`config.mk`:
```
export PLATFORM = sky130hd
export DESIGN_NAME = alu_pipe_nb
export DESIGN_NICKNAME = d
export VERILOG_FILES = /design/src/rtl/alu_pkg.sv /design/src/rtl/alu_mul_seq.sv /design/src/rtl/alu_pipe_nb.sv
export SDC_FILE = /design/constraint.sdc
export NUM_CORES = 1
export LEC_CHECK = 0
export BUFFER_PORTS_ARGS = -buffer_cell sky130_fd_sc_hd__buf_4
export CAP_MARGIN = 20
export CORE_MARGIN = 3
export CORE_UTILIZATION = 28
export DETAILED_ROUTE_END_ITERATION = 10
export MAX_ROUTING_LAYER = met4
export PLACE_DENSITY = 0.56
export REMOVE_ABC_BUFFERS = 1
export SETUP_SLACK_MARGIN = 0.02
export SKIP_LAST_GASP = 1
export SLEW_MARGIN = 20
export SYNTH_ARGS = -nofsm -noshare
export SYNTH_HDL_FRONTEND = slang
export SYNTH_SLANG_ARGS = --single-unit
```
`constraint.sdc`:
```
create_clock -name clk -period 5.3 [get_ports clk]
set_input_delay 0.53 -clock clk [delete_from_list [all_inputs] [get_ports clk]]
set_output_delay 0.53 -clock clk [all_outputs]
set_load 0.02 [all_outputs]
```
`src/rtl/alu_pkg.sv`:
```
// alu_pkg: op-code fields, shift/arith sub-op codes and FSM encoding shared by the ALU files.
package alu_pkg;
   localparam logic [1:0] OP_SHIFT = 2'b00;
   localparam logic [1:0] OP_ARITH = 2'b01;
   localparam logic [1:0] OP_REV   = 2'b10;
   localparam logic [1:0] OP_SLBI  = 2'b11;
   localparam logic [1:0] SH_ROL   = 2'b00;
   localparam logic [1:0] SH_SLL   = 2'b01;
   localparam logic [1:0] SH_ROR   = 2'b10;
   localparam logic [1:0] SH_SRL   = 2'b11;
   localparam logic [1:0] AR_ADD   = 2'b00;
   localparam logic [1:0] AR_AND   = 2'b01;
   localparam logic [1:0] AR_XOR   = 2'b10;
   localparam logic [1:0] AR_MUL   = 2'b11;
   typedef enum logic {ST_IDLE = 1'b0, ST_MUL = 1'b1} state_t;
endpackage

```
`src/rtl/alu_mul_seq.sv`:
```
// alu_mul_seq: iterative shift-add multiplier, one multiplier bit per cycle, WIDTH cycles after start.
module alu_mul_seq
   import alu_pkg::*;
#(
   parameter int WIDTH = 16
) (
   input  logic             clk,
   input  logic             rst,
   input  logic             i_start,
   input  logic [WIDTH-1:0] i_a,
   input  logic [WIDTH-1:0] i_b,
   output logic             o_done,
   output logic [WIDTH-1:0] o_prod_lo,
   output logic             o_hi_nz
);
   localparam int CW = $clog2(WIDTH) + 1;
   logic [CW-1:0]      r_cnt;
   logic               r_busy;
   logic [2*WIDTH-1:0] r_acc, r_mcand, w_acc_nxt;
   logic [WIDTH-1:0]   r_mplier;
   assign w_acc_nxt = r_acc + (r_mplier[0] ? r_mcand : '0);
   assign o_done    = r_busy & (r_cnt == CW'(WIDTH - 1));
   // the final partial sum is exposed combinationally so the caller can register it on the done edge
   assign o_prod_lo = w_acc_nxt[WIDTH-1:0];
   assign o_hi_nz   = |w_acc_nxt[2*WIDTH-1:WIDTH];
   always_ff @(posedge clk) begin
      if (rst) begin
         r_busy   <= 1'b0;
         r_cnt    <= '0;
         r_acc    <= '0;
         r_mcand  <= '0;
         r_mplier <= '0;
      end else if (i_start) begin
         r_busy   <= 1'b1;
         r_cnt    <= '0;
         r_acc    <= '0;
         r_mcand  <= {{WIDTH{1'b0}}, i_a};
         r_mplier <= i_b;
      end else if (r_busy) begin
         r_acc    <= w_acc_nxt;
         r_mcand  <= r_mcand << 1;
         r_mplier <= r_mplier >> 1;
         r_cnt    <= r_cnt + 1'b1;
         if (o_done) r_busy <= 1'b0;
      end
   end
endmodule

```
`src/rtl/alu_pipe_nb.sv`:
```
// alu_pipe_nb: valid/ready ALU with registered result and flags.
// Define ALU_MUL_EN to compile in the iterative multiply (op 0111) and its FSM.
module alu_pipe_nb
   import alu_pkg::*;
#(
   parameter int WIDTH = 16
) (
   input  logic             clk,
   input  logic             rst,
   input  logic             in_valid,
   output logic             in_ready,
   input  logic [WIDTH-1:0] in1,
   input  logic [WIDTH-1:0] in2,
   input  logic [3:0]       op,
   input  logic             neg1,
   input  logic             neg2,
   output logic             out_valid,
   input  logic             out_ready,
   output logic [WIDTH-1:0] out,
   output logic             cOut,
   output logic             ofl,
   output logic             zero,
   output logic             gZero
);
   localparam int LG = $clog2(WIDTH);
   logic [WIDTH-1:0] w_a, w_b, w_rol, w_ror, w_shift, w_arith, w_rev, w_res, w_ld_out, w_mul_lo;
   logic [LG-1:0]    w_sh;
   logic [LG:0]      w_inv;
   logic [WIDTH:0]   w_sum;
   logic             w_is_add, w_acc, w_load, w_ofl, w_ld_cout, w_ld_ofl, w_ld_zero;
   logic             w_mul_done, w_mul_hi;
   logic [WIDTH-1:0] r_out;
   logic             r_out_valid, r_cout, r_ofl, r_zero, r_gzero;
   assign w_a   = neg1 ? -in1 : in1;
   assign w_b   = neg2 ? ~in2 : in2;
   assign w_sh  = w_b[LG-1:0];
   // a shift by WIDTH yields zero, so rotate-by-0 collapses cleanly to a
   assign w_inv = (LG+1)'(WIDTH) - {1'b0, w_sh};
   assign w_rol = (w_a << w_sh) | (w_a >> w_inv);
   assign w_ror = (w_a >> w_sh) | (w_a << w_inv);
   assign w_shift = (op[1:0] == SH_ROL) ? w_rol :
                    (op[1:0] == SH_SLL) ? w_a << w_sh :
                    (op[1:0] == SH_ROR) ? w_ror : w_a >> w_sh;
   assign w_sum   = {1'b0, w_a} + {1'b0, w_b};
   assign w_arith = (op[1:0] == AR_ADD) ? w_sum[WIDTH-1:0] :
                    (op[1:0] == AR_AND) ? w_a & w_b :
                    (op[1:0] == AR_XOR) ? w_a ^ w_b : '0;
   for (genvar i = 0; i < WIDTH; i++) begin : g_rev
      assign w_rev[i] = w_a[WIDTH-1-i];
   end
   assign w_res = (op[3:2] == OP_SHIFT) ? w_shift :
                  (op[3:2] == OP_ARITH) ? w_arith :
                  (op[3:2] == OP_REV)   ? w_rev : {w_a[WIDTH/2-1:0], w_b[WIDTH/2-1:0]};
   assign w_is_add = op == {OP_ARITH, AR_ADD};
   assign w_ofl    = w_is_add & (w_a[WIDTH-1] == w_b[WIDTH-1]) & (w_sum[WIDTH-1] != w_a[WIDTH-1]);
   assign w_acc    = in_valid & in_ready;
`ifdef ALU_MUL_EN
   state_t r_state;
   logic   w_is_mul;
   assign w_is_mul = op == {OP_ARITH, AR_MUL};
   alu_mul_seq #(.WIDTH(WIDTH)) u_mul (
      .clk       (clk),
      .rst       (rst),
      .i_start   (w_acc & w_is_mul),
      .i_a       (w_a),
      .i_b       (w_b),
      .o_done    (w_mul_done),
      .o_prod_lo (w_mul_lo),
      .o_hi_nz   (w_mul_hi)
   );
   always_ff @(posedge clk) begin
      if (rst) r_state <= ST_IDLE;
      else if (r_state == ST_IDLE && w_acc && w_is_mul) r_state <= ST_MUL;
      else if (r_state == ST_MUL && w_mul_done) r_state <= ST_IDLE;
   end
   assign in_ready = (r_state == ST_IDLE) & (~r_out_valid | out_ready);
   assign w_load   = (w_acc & ~w_is_mul) | w_mul_done;
`else
   assign w_mul_done = 1'b0;
   assign w_mul_lo   = '0;
   assign w_mul_hi   = 1'b0;
   assign in_ready   = ~r_out_valid | out_ready;
   assign w_load     = w_acc;
`endif
   assign w_ld_out  = w_mul_done ? w_mul_lo : w_res;
   assign w_ld_cout = w_mul_done ? w_mul_hi : w_is_add & w_sum[WIDTH];
   assign w_ld_ofl  = ~w_mul_done & w_ofl;
   assign w_ld_zero = ~|w_ld_out;
   always_ff @(posedge clk) begin
      if (rst) begin
         r_out_valid <= 1'b0;
         r_out       <= '0;
         r_cout      <= 1'b0;
         r_ofl       <= 1'b0;
         r_zero      <= 1'b0;
         r_gzero     <= 1'b0;
      end else if (w_load) begin
         r_out_valid <= 1'b1;
         r_out       <= w_ld_out;
         r_cout      <= w_ld_cout;
         r_ofl       <= w_ld_ofl;
         r_zero      <= w_ld_zero;
         r_gzero     <= ~w_ld_zero & ~(w_ld_out[WIDTH-1] ^ w_ld_ofl);
      end else if (out_ready) begin
         r_out_valid <= 1'b0;
      end
   end
   assign out_valid = r_out_valid;
   assign out       = r_out;
   assign cOut      = r_cout;
   assign ofl       = r_ofl;
   assign zero      = r_zero;
   assign gZero     = r_gzero;
endmodule

```
==> summary.md, run 1 <==
| Metric | Value |
|---|---|
| HP Class | reg -> reg |
| Min cycle time layout | just under 5000 ps |
| Synthesized flop and latch total | 21 |
| Mean area per synthesized cell | 6.62 um^2 |
| Fin. Hold Viols | 0 |
| Synth Flop Type | dfxtp_1 |
| Fin nets | 1,154 |
| Power density cells | 213 mW/mm^2 |
| Synthesized cell area | 0.00671 mm^2 |
| Max-cap violations | 0 |
| Startpoint Class | primary input |
| Via density | 6.58 |
| Largest net degree at the start of global routing | 45 |
| Routability cong. | between 1 and 1.5 |
| Placed cell count | 1,406 |
| Sw power | 983 uW |
| Core area | 0.0235 mm^2 |
| Global-route wire length before repair | between 60,000 and 70,000 um |
| CTS tree | yes |
| Clk sinks | 21 |
| Detail Route Antenna Nets | 0 |
| Worst Max-Slew Pin Slew | 1130 ps |
| Dpl ws | 124 ps |
| Leakage power | 0.00301 uW |
| DR iter-0 viols | 1,159 |
| Max frequency | 0.201 GHz |
| Net Sw Frac | 0.569 |
| Post-synth EDFFs | 0 |
| Setup CP Type | in -> reg |
| CP Data Arrival Time | 5160 ps |
| Initial antenna violation count | 0 |
| HPWL after DPL | 33,400 um |
| FP Rows | 56 |
| Vias in the first global route | 8,718 |
| Syn. warnings | 0 |
| # hold bufs at CTS | 0 |
| Register area share after synthesis | 0.0627 |
| Post-synth ARST share | 0 |
| All-Layer GR Usage | 0.321 |
| Worst Setup End Kind | flop |
| Final Worst Setup Slack | 332 ps |
| Pins Over Slew Limit | 0 |
| Fraction of layout cells with a size suffix above 1 | 0.197 |
| Fin crit share | 0.937 |
| Maximum VDD drop | 0.000143 V |
| Area leader, netlist | dfxtp_1 |
| TritonCTS buffer count | 3 |
| Internal | 745 uW |
| Worst Path Required | 5490 ps |
| Clock Latency Late Sink | approximately 250 ps |
| GR Overflow Total | 0 |
| Vias | just over 9,000 |
| Initial cell density of the core | 0.285 |
| Pre-Repair DR Iteration Count | 5 |
| Clock Path Buffers | 2 |
| Top-count cell post-synth | nand2_1 |
| Die height | 161 um |
| Fin Hold WS | 455 ps |
| Top cells by area, synth | dfxtp_1 (6.3%), a21oi_1 (6.2%), nand2_1 (5.4%) |
| DIE AREA | 0.0259 mm^2 |
| Status | complete, no violations |
| Synth top area share | 0.0627 |
| Slew margin rel. | 0.223 |
| Post-synth top cells | nand2_1 (96), nor2_1 (85), a21oi_1 (83), clkbuf_1 (66), o21ai_0 (66) |
| Count of final setup violators | 0 |
| Root Buffer | clkbuf_16 |
| Number of I/O pins | 64 |
| WL/cell | ~30 um |
| Logic pwr share | 0.805 |
| Library cells used by synthesis | 95 |
| Total wire length | 42,100 um |
| Die width | 161 um |
| Post-Synthesis Cells | 1,013 |
| # DRC | 0 |
| Unrepaired setup endpoints after global routing | no |
| Final Util | 0.345 |
| Fin cells | 1,410 |
| H-tree depth | 1 |
| Setup TNS | 0 ps |
| Clock network power share | 0.091 |
| Critical path peak fanout | 4 |
| Diodes inserted | 0 |
| IO buf count | 63 |
| Layout Skew | roughly 5.8 ps |
| P&R area growth vs syn | 21.0% |
| Reg2Reg Setup Slack | 3660 ps |
| Flop pwr share | 0.103 |
| Worst-path clk slew | 60 ps |
## per-layer routing
layer	vias to the layer above	track usage	routed length (um)
met5	-	-	0
met4	0	0.142	2300
met3	128	0.0405	3570
met2	579	0.464	17800
met1	4459	0.448	18500
li1	4110	-	-
## power by group through the flow
stage                     Sequential [uW]  Clock (uW)  Combinational [uW]
final                                 178         158                1390
after global routing                  180         166                1450
after CTS                             179         159                1340
after detailed placement              182           0                1330
after global placement                182           0                1360
after floorplan                       197           0                 695
## sequential cells by signal, indices dropped and copies added, names as in the netlist
name,flops
out,16
gZero,1
zero,1
cOut,1
ofl,1
out_valid,1
## area by class of cell
type                       instances  area (um^2)
fill                            2704        15400
multi-input combinational        874         5870
timing repair buffer             160         1230
sequential                        21          420
tap                              319          399
inverter                          32          123
clock buffer                       3         75.1
clock inverter                     1         5.00
## path summary, 6_finish.rpt
path / cells after the start / end / startpoint
max reg2reg: 6 / gZero$_SDFFE_PP0P_ / out_valid$_SDFFE_PP0P_
max: 19 / zero$_SDFFE_PP0P_ / in1[0]
min reg2reg: 2 / out[2]$_SDFFE_PP0P_ / out[2]$_SDFFE_PP0P_
min: 2 / out[2]$_SDFFE_PP0P_ / out[2]$_SDFFE_PP0P_
## layout by cell type, fill, tap and decap left out, types with 24 or more instances in the layout
| cell type | instances |
|---|---|
| buf_4 | 158 |
| nor2_1 | 84 |
| a211oi_1 | 34 |
| nand2_1 | 96 |
| nand3_1 | 43 |
| o211ai_1 | 40 |
| nor2b_1 | 25 |
| o21ai_0 | 66 |
| a21oi_1 | 83 |
| nor3_1 | 35 |
| inv_1 | 24 |
## through the flow
stage	total power, uW	cell area, um^2
finish	1730	8120
global route	1800	8120
CTS	1670	8110
detailed placement	1510	8030
global placement	1540	8030
floorplan	892	6370
## cell families (layout without fill, tap and decap cells)
logic type | after synthesis | count (layout) | synth area share
adders and majority gates | 20 | 20 | 0.0384
muxes | 26 | 26 | 0.0511
DFF | 21 | 21 | 0.0627
buffers and inverters | 118 | 196 | 0.0692
xor gates and xnor gates | 34 | 34 | 0.0554
AOI/OAI and AO/OA | 415 | 415 | 0.440
and+or+nand+nor | 379 | 379 | 0.283
## critical path, stage by stage
cell and delay, ps:
buf_4 110, inv_1 90, ha_1 190, or3b_1 390
o31a_1 390, xnor2_2 290, inv_2 70, ha_1 360
inv_1 90, or4_1 490, o21ai_0 340, xor2_1 130
a221o_1 350, a221oi_1 220, a31oi_1 100, nor3_1 240
nand4_1 140, or4_1 510, a21oi_1 130
## timing repair
action,in CTS,in global routing
endpoints found under the setup margin,0,1
endpoints found under the hold margin,0,0
gates resized for setup,0,1
setup buffers,0,0
Note: power is estimated with default switching activity, not from simulation.
==> run 2: changes to the inputs <==
BUFFER_PORTS_ARGS = default   (was -buffer_cell sky130_fd_sc_hd__buf_4)
DONT_BUFFER_PORTS = 1   (was default)
PLACE_DENSITY = 0.54   (was 0.56)
SYNTH_HIERARCHICAL = 1   (was default)
==> summary.md, run 2 <==
| Metric | Value |
|---|---|
| Status | complete, no violations |
| Synthesized flop and latch total | 21 (unchanged) |
| Power density cells | 209 mW/mm^2 (-1.9%) |
| # hold bufs at CTS | 0 (unchanged) |
| Number of I/O pins | 64 (unchanged) |
| CP max-delay cell | or4_1 |
| Max frequency | 0.210 GHz (+4.5%) |
| Post-synth top cells | nand2_1 (96), nor2_1 (85), a21oi_1 (83), clkbuf_1 (66), o21ai_0 (66) |
| M1 WL | 15,300 um (-17%) |
| Worst-path clk slew | 60 ps (about the same) |
| IO buf count | 0 (-100%) |
| P&R area growth vs syn | 8.77% |
| Min cycle time layout | 4750 ps (-216 ps) |
| Slew margin rel. | 0.195 (-0.0276) |
| Core area | 0.0235 mm^2 (unchanged) |
| FP Rows | 56 (unchanged) |
| Pre-Repair DR Iteration Count | 5 (unchanged) |
| Synth Flop Type | dfxtp_1 |
| Most common cell after layout, fill and taps aside | nand2_1 |
| CTS-repair resized insts | 0 (unchanged) |
| Unrepaired setup endpoints after global routing | no |
| Clk sinks | 21 (unchanged) |
| Routability cong. | 1.11 (+4.9%) |
| Count of final setup violators | 0 (unchanged) |
| Top cells by area, synth | dfxtp_1 (6.3%), a21oi_1 (6.2%), nand2_1 (5.4%) |
| Max-cap violations | 0 (unchanged) |
| Root Buffer | clkbuf_16 |
| Diodes inserted | 0 (unchanged) |
| CTS tree | yes |
| # DRC | 0 (unchanged) |
| Final Worst Setup Slack | 548 ps (+216 ps) |
| Detail Route Antenna Nets | 0 (unchanged) |
| Delay of the slowest critical-path stage | 510 ps (about the same) |
| All-Layer GR Usage | 0.285 (-0.0365) |
| HP Class | in -> reg |
| Worst Setup End Kind | flop |
| Met3 wire len | 4090 um (+15%) |
| Critical path peak fanout | 12 (+8) |
| Critical path cell sequence | inv_1, ha_1, or3b_1, o31a_1, xnor2_2, inv_2, ha_1, inv_1, or4_1, o21ai_0, xor2_1, a221o_1, a221oi_1, a31oi_1, nor3_1, nand4_1, or4_1, a21oi_1 |
| Post-Synthesis Cells | 1,013 (unchanged) |
| Top Metal Used | met4 |
| Global-route wire length before repair | 55,200 um (-9.6%) |
| DR iter-0 viols | 1,347 (+16%) |
| Synth top area share | 0.0627 (unchanged) |
| Met2 routed wirelength | 15,800 um (-11%) |
| Dpl ws | 342 ps (+218 ps) |
| Area leader, netlist | dfxtp_1 |
| H-tree depth | 1 (unchanged) |
| Syn. warnings | 6 (+6) |
| Largest net degree at the start of global routing | 56 (+24%) |
| HPWL after DPL | 29,000 um (-13%) |
| Library cells used by synthesis | 95 (unchanged) |
| Post-synth ARST share | 0 (unchanged) |
| Setup Fix Bufs, Post-CTS | 0 (unchanged) |
| Fraction of layout cells with a size suffix above 1 | 0.108 (-0.0895) |
| Vias | 8,980 (-3.2%) |
| Worst Path Required | 5480 ps (about the same) |
| Fin nets | 1,048 (-9.2%) |
| Commonest non-fill, non-tap cells in the layout | nand2_1 (96), nor2_1 (85), a21oi_1 (83) |
| Max reg flops | 16 (unchanged) |
| # fillers | 2,679 (-0.92%) |
| Setup TNS | 0 ps (unchanged) |
| CP Data Arrival Time | 4940 ps (-220 ps) |
| Maximum VDD drop | 0.000152 V (+6.5%) |
| Die width | 161 um (unchanged) |
| Post-synth EDFFs | 0 (unchanged) |
| Clock Latency Late Sink | 250 ps (about the same) |
| Setup CP Type | in -> reg |
| WL/cell | 28.8 um (-3.6%) |
| DIE AREA | 0.0259 mm^2 (unchanged) |
| Register area share after synthesis | 0.0627 (unchanged) |
| Worst Max-Slew Pin Slew | 1170 ps (+40.2 ps) |
| Crit-path leading delay family | simple AND/OR/NAND/NOR gates |
| Crit path buf inv count | 3 (-1) |
| Vias in the first global route | 8,171 (-6.3%) |
| Startpoint Class | primary input |
| Initial antenna violation count | 0 (unchanged) |
| Mean area per synthesized cell | 6.62 um^2 (unchanged) |
| Layout Skew | 4.00 ps (-1.75 ps) |
| GR Overflow Total | 0 (unchanged) |
| TritonCTS buffer count | 3 (unchanged) |
| Total wire length | 37,500 um (-11%) |
| Initial cell density of the core | 0.285 (unchanged) |
| Clock Path Buffers | 2 (unchanged) |
| Via density | 6.89 (+4.7%) |
| Fin. Hold Viols | 0 (unchanged) |
| Pins Over Slew Limit | 0 (unchanged) |
| Top-count cell post-synth | nand2_1 |
| Synthesized cell area | 0.00671 mm^2 (unchanged) |
| Fin crit share | 0.897 (-0.0408) |
| Die height | 161 um (unchanged) |
| Leakage power | 0.00249 uW (-17%) |
## run 2: cell counts after synthesis
Identical to the previous run, type by type.
## run 2: final timing paths
check                         startpoint                   end  slack, ps  depth (start not counted)
setup reg to reg  out_valid$_SDFFE_PP0P_     zero$_SDFFE_PP0P_       3380                          4
hold / removal                       rst  out[10]$_SDFFE_PP0P_        350                          1
setup / recovery                  in1[0]     zero$_SDFFE_PP0P_        550                         18
hold reg to reg        cOut$_SDFFE_PP0P_     cOut$_SDFFE_PP0P_        550                          2
## run 2: per-layer routing
layer | up-vias | track usage
met5 | - | -
met3 | 144 | 0.0531
met4 | 0 | 0.126
met1 | 4287 | 0.377
li1 | 3898 | -
met2 | 651 | 0.422
## run 2: layout make-up
class                   count  area [um^2]  share of cell area
clock buffers               4         78.8              0.0108
well taps                 319          399              0.0547
inverters                  32          123              0.0168
repair buffers             54          418              0.0573
flip-flops and latches     21          420              0.0576
multi-input cells         874         5860               0.803
## run 2: power breakdown
| part | leakage, uW | internal, uW | switching [uW] |
|---|---|---|---|
| Clock | 0.0000382 | 102 | 53.0 |
| Sequential | 0.000173 | 171 | 25.4 |
| Combinational | 0.00228 | 387 | 785 |
| Total | 0.00249 | 661 | 863 |
## run 2: logic make-up after synthesis
logic type / count (synthesis) / synth area share
xor gates and xnor gates: 34 / 0.0554
buffers and inverters: 118 / 0.0692
DFF: 21 / 0.0627
muxes: 26 / 0.0511
AOI/OAI and AO/OA: 415 / 0.440
and+or+nand+nor: 379 / 0.283
adders and majority gates: 20 / 0.0384
## run 2: metrics by stage
step                total power [uW]  instance area, um^2   util  hold slack, ps  instances
floorplan                        892                 6370      -             524        927
global placement                1340                 7220  0.307             538       1300
detailed placement              1310                 7220  0.307             545       1300
CTS                             1470                 7300  0.310             341       1304
global route                    1590                 7300  0.310             338       1304
finish                          1520                 7300  0.310             346       1304
